`src/rtl/axi4_master_write_response.sv`:
```
// axi4_master_write_response
// Master-side B-channel endpoint. Every write burst the master issues goes
// into an outstanding-transaction table when its AW handshake happens. The
// entry is marked data-complete when its last W beat has been accepted. A B
// response whose bid matches a data-complete entry retires that entry and
// produces a one-cycle completion pulse toward the master core.
//
// Handshake semantics: a transfer on any channel happens on a rising clk
// edge where both valid and ready are high. valid may not depend on ready.
// Only the cycle of that handshake has an effect. The AW and W channels are
// only observed here. On the B channel this block drives bready.
module axi4_master_write_response #(
    parameter int ID_WIDTH        = 4,
    parameter int MAX_OUTSTANDING = 4,
    parameter int CNT_W           = $clog2(MAX_OUTSTANDING + 1)
) (
    input  logic                clk,
    input  logic                rst,
    input  logic                awvalid,
    input  logic                awready,
    input  logic [ID_WIDTH-1:0] awid,
    input  logic                wvalid,
    input  logic                wready,
    input  logic                wlast,
    input  logic                bvalid,
    input  logic [ID_WIDTH-1:0] bid,
    input  logic [1:0]          bresp,
    output logic                bready,
    output logic                aw_stall,
    output logic                cpl_valid,
    output logic [ID_WIDTH-1:0] cpl_id,
    output logic [1:0]          cpl_resp,
    output logic                cpl_err,
    output logic                unexp_err,
    output logic [CNT_W-1:0]    outstanding
);

    localparam int IDX_W = (MAX_OUTSTANDING > 1) ? $clog2(MAX_OUTSTANDING) : 1;
    localparam logic [CNT_W-1:0] CNT_MAX  = CNT_W'(MAX_OUTSTANDING);
    localparam logic [IDX_W-1:0] IDX_LAST = IDX_W'(MAX_OUTSTANDING - 1);

    // Outstanding-transaction table
    logic [MAX_OUTSTANDING-1:0] ent_valid;
    logic [MAX_OUTSTANDING-1:0] ent_done;
    logic [ID_WIDTH-1:0]        ent_id [MAX_OUTSTANDING];

    // W-order FIFO. It holds the table indices of bursts whose data is still pending.
    logic [IDX_W-1:0] fifo_mem [MAX_OUTSTANDING];
    logic [IDX_W-1:0] fifo_rd;
    logic [IDX_W-1:0] fifo_wr;
    logic [CNT_W-1:0] fifo_cnt;

    // This counter holds last beats that were seen before their AW handshake.
    logic [CNT_W-1:0] early_cnt;

    // Handshake events
    logic aw_fire;
    logic w_last_fire;
    logic b_fire;

    assign aw_fire     = awvalid & awready;
    assign w_last_fire = wvalid & wready & wlast;
    assign b_fire      = bvalid & bready;

    // Search results
    logic             free_found;
    logic [IDX_W-1:0] free_idx;
    logic             match_found;
    logic [IDX_W-1:0] match_idx;
    logic             id_hit;

    // Decoded per-cycle actions
    logic alloc;
    logic retire;
    logic unexp;
    logic fifo_empty;
    logic wl_to_fifo;
    logic alloc_early;
    logic wl_to_new;
    logic wl_early;
    logic push;

    // Next-state values
    logic [MAX_OUTSTANDING-1:0] valid_n;
    logic [MAX_OUTSTANDING-1:0] done_n;
    logic [CNT_W-1:0]           early_n;
    logic [CNT_W-1:0]           cnt_n;
    logic                       bready_n;

    function automatic logic [IDX_W-1:0] ptr_inc(input logic [IDX_W-1:0] p);
        return (p == IDX_LAST) ? '0 : p + IDX_W'(1);
    endfunction

    // This logic stalls AW issue when the table is full or awid is already in flight.
    // It uses the registered table, so an entry that retires this cycle still blocks its ID.
    always_comb begin
        id_hit = 1'b0;
        for (int i = 0; i < MAX_OUTSTANDING; i++) begin
            if (ent_valid[i] && (ent_id[i] == awid)) begin
                id_hit = 1'b1;
            end
        end
        aw_stall = (&ent_valid) | id_hit;
    end

    // This logic finds the lowest free slot, and the data-complete entry that matches bid.
    always_comb begin
        free_found  = 1'b0;
        free_idx    = '0;
        match_found = 1'b0;
        match_idx   = '0;
        for (int i = 0; i < MAX_OUTSTANDING; i++) begin
            if (!ent_valid[i] && !free_found) begin
                free_found = 1'b1;
                free_idx   = IDX_W'(i);
            end
            if (ent_valid[i] && ent_done[i] && (ent_id[i] == bid) && !match_found) begin
                match_found = 1'b1;
                match_idx   = IDX_W'(i);
            end
        end
    end

    // This logic decodes the events of this cycle into table, FIFO and counter updates.
    always_comb begin
        alloc       = aw_fire & free_found;
        retire      = b_fire & match_found;
        unexp       = b_fire & ~match_found;
        fifo_empty  = (fifo_cnt == '0);
        // A last beat belongs to the oldest burst that still waits for data.
        wl_to_fifo  = w_last_fire & ~fifo_empty;
        // A burst whose data already went by is complete the moment it is allocated.
        alloc_early = alloc & (early_cnt != '0);
        wl_to_new   = w_last_fire & fifo_empty & alloc & (early_cnt == '0);
        wl_early    = w_last_fire & fifo_empty & ~wl_to_new;
        push        = alloc & ~alloc_early & ~wl_to_new;

        valid_n = ent_valid;
        done_n  = ent_done;
        if (wl_to_fifo) begin
            done_n[fifo_mem[fifo_rd]] = 1'b1;
        end
        if (alloc) begin
            valid_n[free_idx] = 1'b1;
            done_n[free_idx]  = alloc_early | wl_to_new;
        end
        if (retire) begin
            valid_n[match_idx] = 1'b0;
            done_n[match_idx]  = 1'b0;
        end

        early_n = early_cnt;
        if (alloc_early && !wl_early) begin
            early_n = early_cnt - CNT_W'(1);
        end else if (!alloc_early && wl_early && (early_cnt != CNT_MAX)) begin
            early_n = early_cnt + CNT_W'(1);
        end

        cnt_n = '0;
        for (int i = 0; i < MAX_OUTSTANDING; i++) begin
            cnt_n = cnt_n + CNT_W'(valid_n[i]);
        end
        bready_n = |(valid_n & done_n);
    end

    // This block holds the table status, the FIFO pointers, the counters and the registered outputs.
    always_ff @(posedge clk) begin
        if (rst) begin
            ent_valid   <= '0;
            ent_done    <= '0;
            fifo_rd     <= '0;
            fifo_wr     <= '0;
            fifo_cnt    <= '0;
            early_cnt   <= '0;
            bready      <= 1'b0;
            cpl_valid   <= 1'b0;
            cpl_id      <= '0;
            cpl_resp    <= 2'b00;
            cpl_err     <= 1'b0;
            unexp_err   <= 1'b0;
            outstanding <= '0;
        end else begin
            ent_valid   <= valid_n;
            ent_done    <= done_n;
            early_cnt   <= early_n;
            bready      <= bready_n;
            outstanding <= cnt_n;
            if (push) begin
                fifo_wr <= ptr_inc(fifo_wr);
            end
            if (wl_to_fifo) begin
                fifo_rd <= ptr_inc(fifo_rd);
            end
            case ({push, wl_to_fifo})
                2'b10:   fifo_cnt <= fifo_cnt + CNT_W'(1);
                2'b01:   fifo_cnt <= fifo_cnt - CNT_W'(1);
                default: fifo_cnt <= fifo_cnt;
            endcase
            cpl_valid <= retire;
            unexp_err <= unexp;
            if (retire) begin
                cpl_id   <= bid;
                cpl_resp <= bresp;
                cpl_err  <= bresp[1];
            end
        end
    end

    // This block stores the entry IDs and the FIFO contents. Each value is only read after the matching status bit is set.
    always_ff @(posedge clk) begin
        if (alloc) begin
            ent_id[free_idx] <= awid;
        end
        if (push) begin
            fifo_mem[fifo_wr] <= free_idx;
        end
    end

endmodule

```
`config.mk`:
```
export PLATFORM = sky130hd
export DESIGN_NAME = axi4_master_write_response
export DESIGN_NICKNAME = d
export VERILOG_FILES = /design/src/rtl/axi4_master_write_response.sv
export SDC_FILE = /design/constraint.sdc
export NUM_CORES = 1
export LEC_CHECK = 0
export ABC_AREA = 0
export CAP_MARGIN = 30
export CORE_UTILIZATION = 40
export DETAILED_ROUTE_END_ITERATION = 8
export HOLD_SLACK_MARGIN = 0.02
export PLACE_DENSITY_LB_ADDON = 0.12
export SYNTH_ARGS = -nofsm -noshare
export SYNTH_HDL_FRONTEND = slang
export SYNTH_SLANG_ARGS = --single-unit
```
`constraint.sdc`:
```
create_clock -name clk -period 3.3 [get_ports clk]
set_input_delay 0.495 -clock clk [delete_from_list [all_inputs] [get_ports clk]]
set_output_delay 0.495 -clock clk [all_outputs]
set_load 0.005 [all_outputs]
```
==> run_results.csv <==
group,metric,value,unit
sta,skew,0.00908,ns
synth,yosysTopAreaCell,"edfxtp_1",
synth,yosys_warnings,0,
global_routing,grt-ovfl-total,0,
synth,synthAdderAreaFrac,0.0582,
worst_setup_path,cp.arrival,3.20,ns
floorplanning,row_count,29,
clock_tree,clk_latency,0.32,ns
detailed_routing,avgRoutedWirePerCell,15.4,um
final_layout,nFillCells,600,
worst_setup_path,setup.worst_path.end_class,"register",
synth,ys_ff_latch,56,
clock_tree,clock_path_buffers,2,
outcome,violations,"design-rule violations",
flow_run,maxCapViolCount,0,
sta,finalSetupViolations,0,
detailed_routing,vias,2037,
clock_tree,cts_root_buffer,"clkbuf_8",
global_routing,grtUsageTotal,0.188,
detailed_routing,drc,3,
synth,synth_xor_area_frac,0.111,
sta,worst_pin_slew,0.636,ns
synth,avgSynthCellArea,10.6,um2
detailed_routing,via_per_inst,5.22,
sta,hold_viol_final,0,
worst_setup_path,cp-start-kind,"input pin",
floorplanning,dieArea,7220,um2
clock_tree,cts.sinks,56,
pwr,powerDensity,411,nW/um2
synth,synth.most_common_cell,"dfxtp_1",
final_layout,syn2layout_area_growth,23.0,%
sta,clock.fmax,336,MHz
synth,netlist-cell-type-count,45,
synth,synth-compound-area-share,0.0822,
sta,slew_violations,0,
clock_tree,cts_buffers,5,
floorplanning,start_util,0.424,
floorplanning,die_x,85.0,um
global_routing,grt_max_degree,17,
placement,place.gp.congestion,0.884,
sta,min_period,2.98,ns
detailed_routing,dr.pass1.iters,6,
synth,synth_common_cells,"dfxtp_1, nor2_1, edfxtp_1, xor2_1",
floorplanning,io_pins,32,
synth,async_reset_ff_frac,0,
synth,synthMuxAreaShare,0.0382,
hold_path,hp-class,"register to register",
final_layout,drive_gt1_frac,0.112,
synth,synth_area_leaders,"edfxtp_1, dfxtp_1, xor2_1",
synth,synth_nets,288,
placement,port_buffers,31,
synth,syn_area,2750,um2
clock_tree,hold_buffers,0,
sta,fin_crit_sh,0.903,
pwr,ir_worst_vdd,0.233,mV
sta,relSlewSlack,0.575,
worst_setup_path,crit_type,"input pin to register",
placement,dp_hpwl,4580,um
pwr,power,1.39,mW
final_layout,n_antenna_cell,0,
synth,synth_edf_count,24,
outcome,status,"finished, violations left",
worst_setup_path,r2r_slack,0.57,ns
sta,tns,0,ns
synth,synthFlopType,"dfxtp_1",
detailed_routing,drt-initial-drc-count,115,
synth,synth-simple-area-share,0.184,
clock_tree,postCtsSetupRepairBufs,0,
final_layout,nets,341,
floorplanning,die-height,85.0,um
global_routing,grt_pass1_vias,2055,
worst_setup_path,cp_max_fo,4,
clock_tree,cts_tree,"done",
worst_setup_path,cp.required,3.52,ns
synth,synth_cells,259,
detailed_routing,postRouteAntennaNets,0,
synth,seq_area_frac_synth,0.494,
clock_tree,cts_resized,0,
pwr,p_leak,1.24,nW
global_routing,grt_pass1_wl,10400,um
synth,synth_top_family_by_area,"simple AND/OR/NAND/NOR gates",
global_routing,grt_antenna_before_repair,0,
detailed_routing,routed_wl,6020,um
synth,synth_top_area_frac,0.262,
clock_tree,clk_pin_slew,0.10,ns
floorplanning,core_region_area,6490,um2
clock_tree,h-tree-depth,2,
sta,rsz0062_at_grt,"false",
flip-flops by register name, indices dropped and copies added, names as in the netlist, named ones only:
name / count
fifo_rd: 2
cpl_id: 4
ent_id: 16
unexp_err: 1
ent_done: 4
ent_valid: 4
cpl_valid: 1
fifo_mem: 8
cpl_resp: 2
outstanding: 3
fifo_wr: 2
early_cnt: 3
fifo_cnt: 3
bready: 1
final cells by class:
class	count	area, um2	share of cell area
Sequential cell	56	1360	0.402
Tap cell	77	96.3	0.0284
Clock inverter	3	37.5	0.0111
Inverter	10	37.5	0.0111
Timing Repair Buffer	54	483	0.143
Clock buffer	5	68.8	0.0203
Multi-Input combinational cell	185	1300	0.385
per-layer routing:
metal,wire length [um],GRT usage,part of all wire
met1,2860,0.242,0.47
met2,2830,0.310,0.47
met3,240,0.0447,0.040
met4,94,0.0616,0.016
met5,0,0,0
worst max-delay path: stages:
cell             delay (ns)
clkdlybuf4s50_1        0.53
xnor2_1                0.13
nand2_1                0.09
or4_4                  0.57
and4_1                 0.19
nor2_1                 0.14
fa_1                   0.45
ha_1                   0.22
ha_1                   0.26
nor2b_1                0.12
power breakdown:
part           switching [mW]  internal (mW)
Sequential             0.0160          0.742
Combinational           0.103         0.0891
Clock                   0.221          0.221
Total                   0.340           1.05
path summary, 6_finish.rpt:
kind	start	endpoint	depth (start not counted)
min	cpl_id[1]	cpl_id[1]	2
max reg2reg	ent_id[0][1]	outstanding[1]	9
min reg2reg	cpl_id[1]	cpl_id[1]	2
max	bid[2]	outstanding[1]	10
metrics by stage:
step | area (um2) | hold WS (ns) | cells | util | worst slack (ns)
after floorplan | 2750 | 0.467 | 259 | - | 0.466
after global placement | 3280 | 0.478 | 382 | 0.505 | -0.00434
after detailed placement | 3280 | 0.481 | 382 | 0.505 | -0.0243
after CTS | 3390 | 0.506 | 390 | 0.522 | 0.315
after global routing | 3390 | 0.536 | 390 | 0.522 | 0.177
final | 3390 | 0.497 | 390 | 0.522 | 0.319
logic make-up (layout without fill, tap and decap cells):
logic type | after synthesis | count (layout)
AND/OR/NAND/NOR | 98 | 98
flip-flops | 56 | 56
XOR/XNOR | 35 | 35
AO/OA/AOI/OAI | 33 | 33
buffers and inverters | 18 | 72
adder cells (fa/ha/maj) | 11 | 11
multiplexers | 8 | 8
cells in the final DEF, fill, tap and decap left out, types with 10 or more instances in the layout:
master / instances
dfxtp_1: 32
nor2_1: 30
a21oi_1: 12
edfxtp_1: 24
xor2_1: 23
xnor2_1: 12
buf_4: 23
nor3_1: 11
nand2_1: 11
clkdlybuf4s50_1: 31
inv_1: 10
Power figures use the tool's default switching activity.
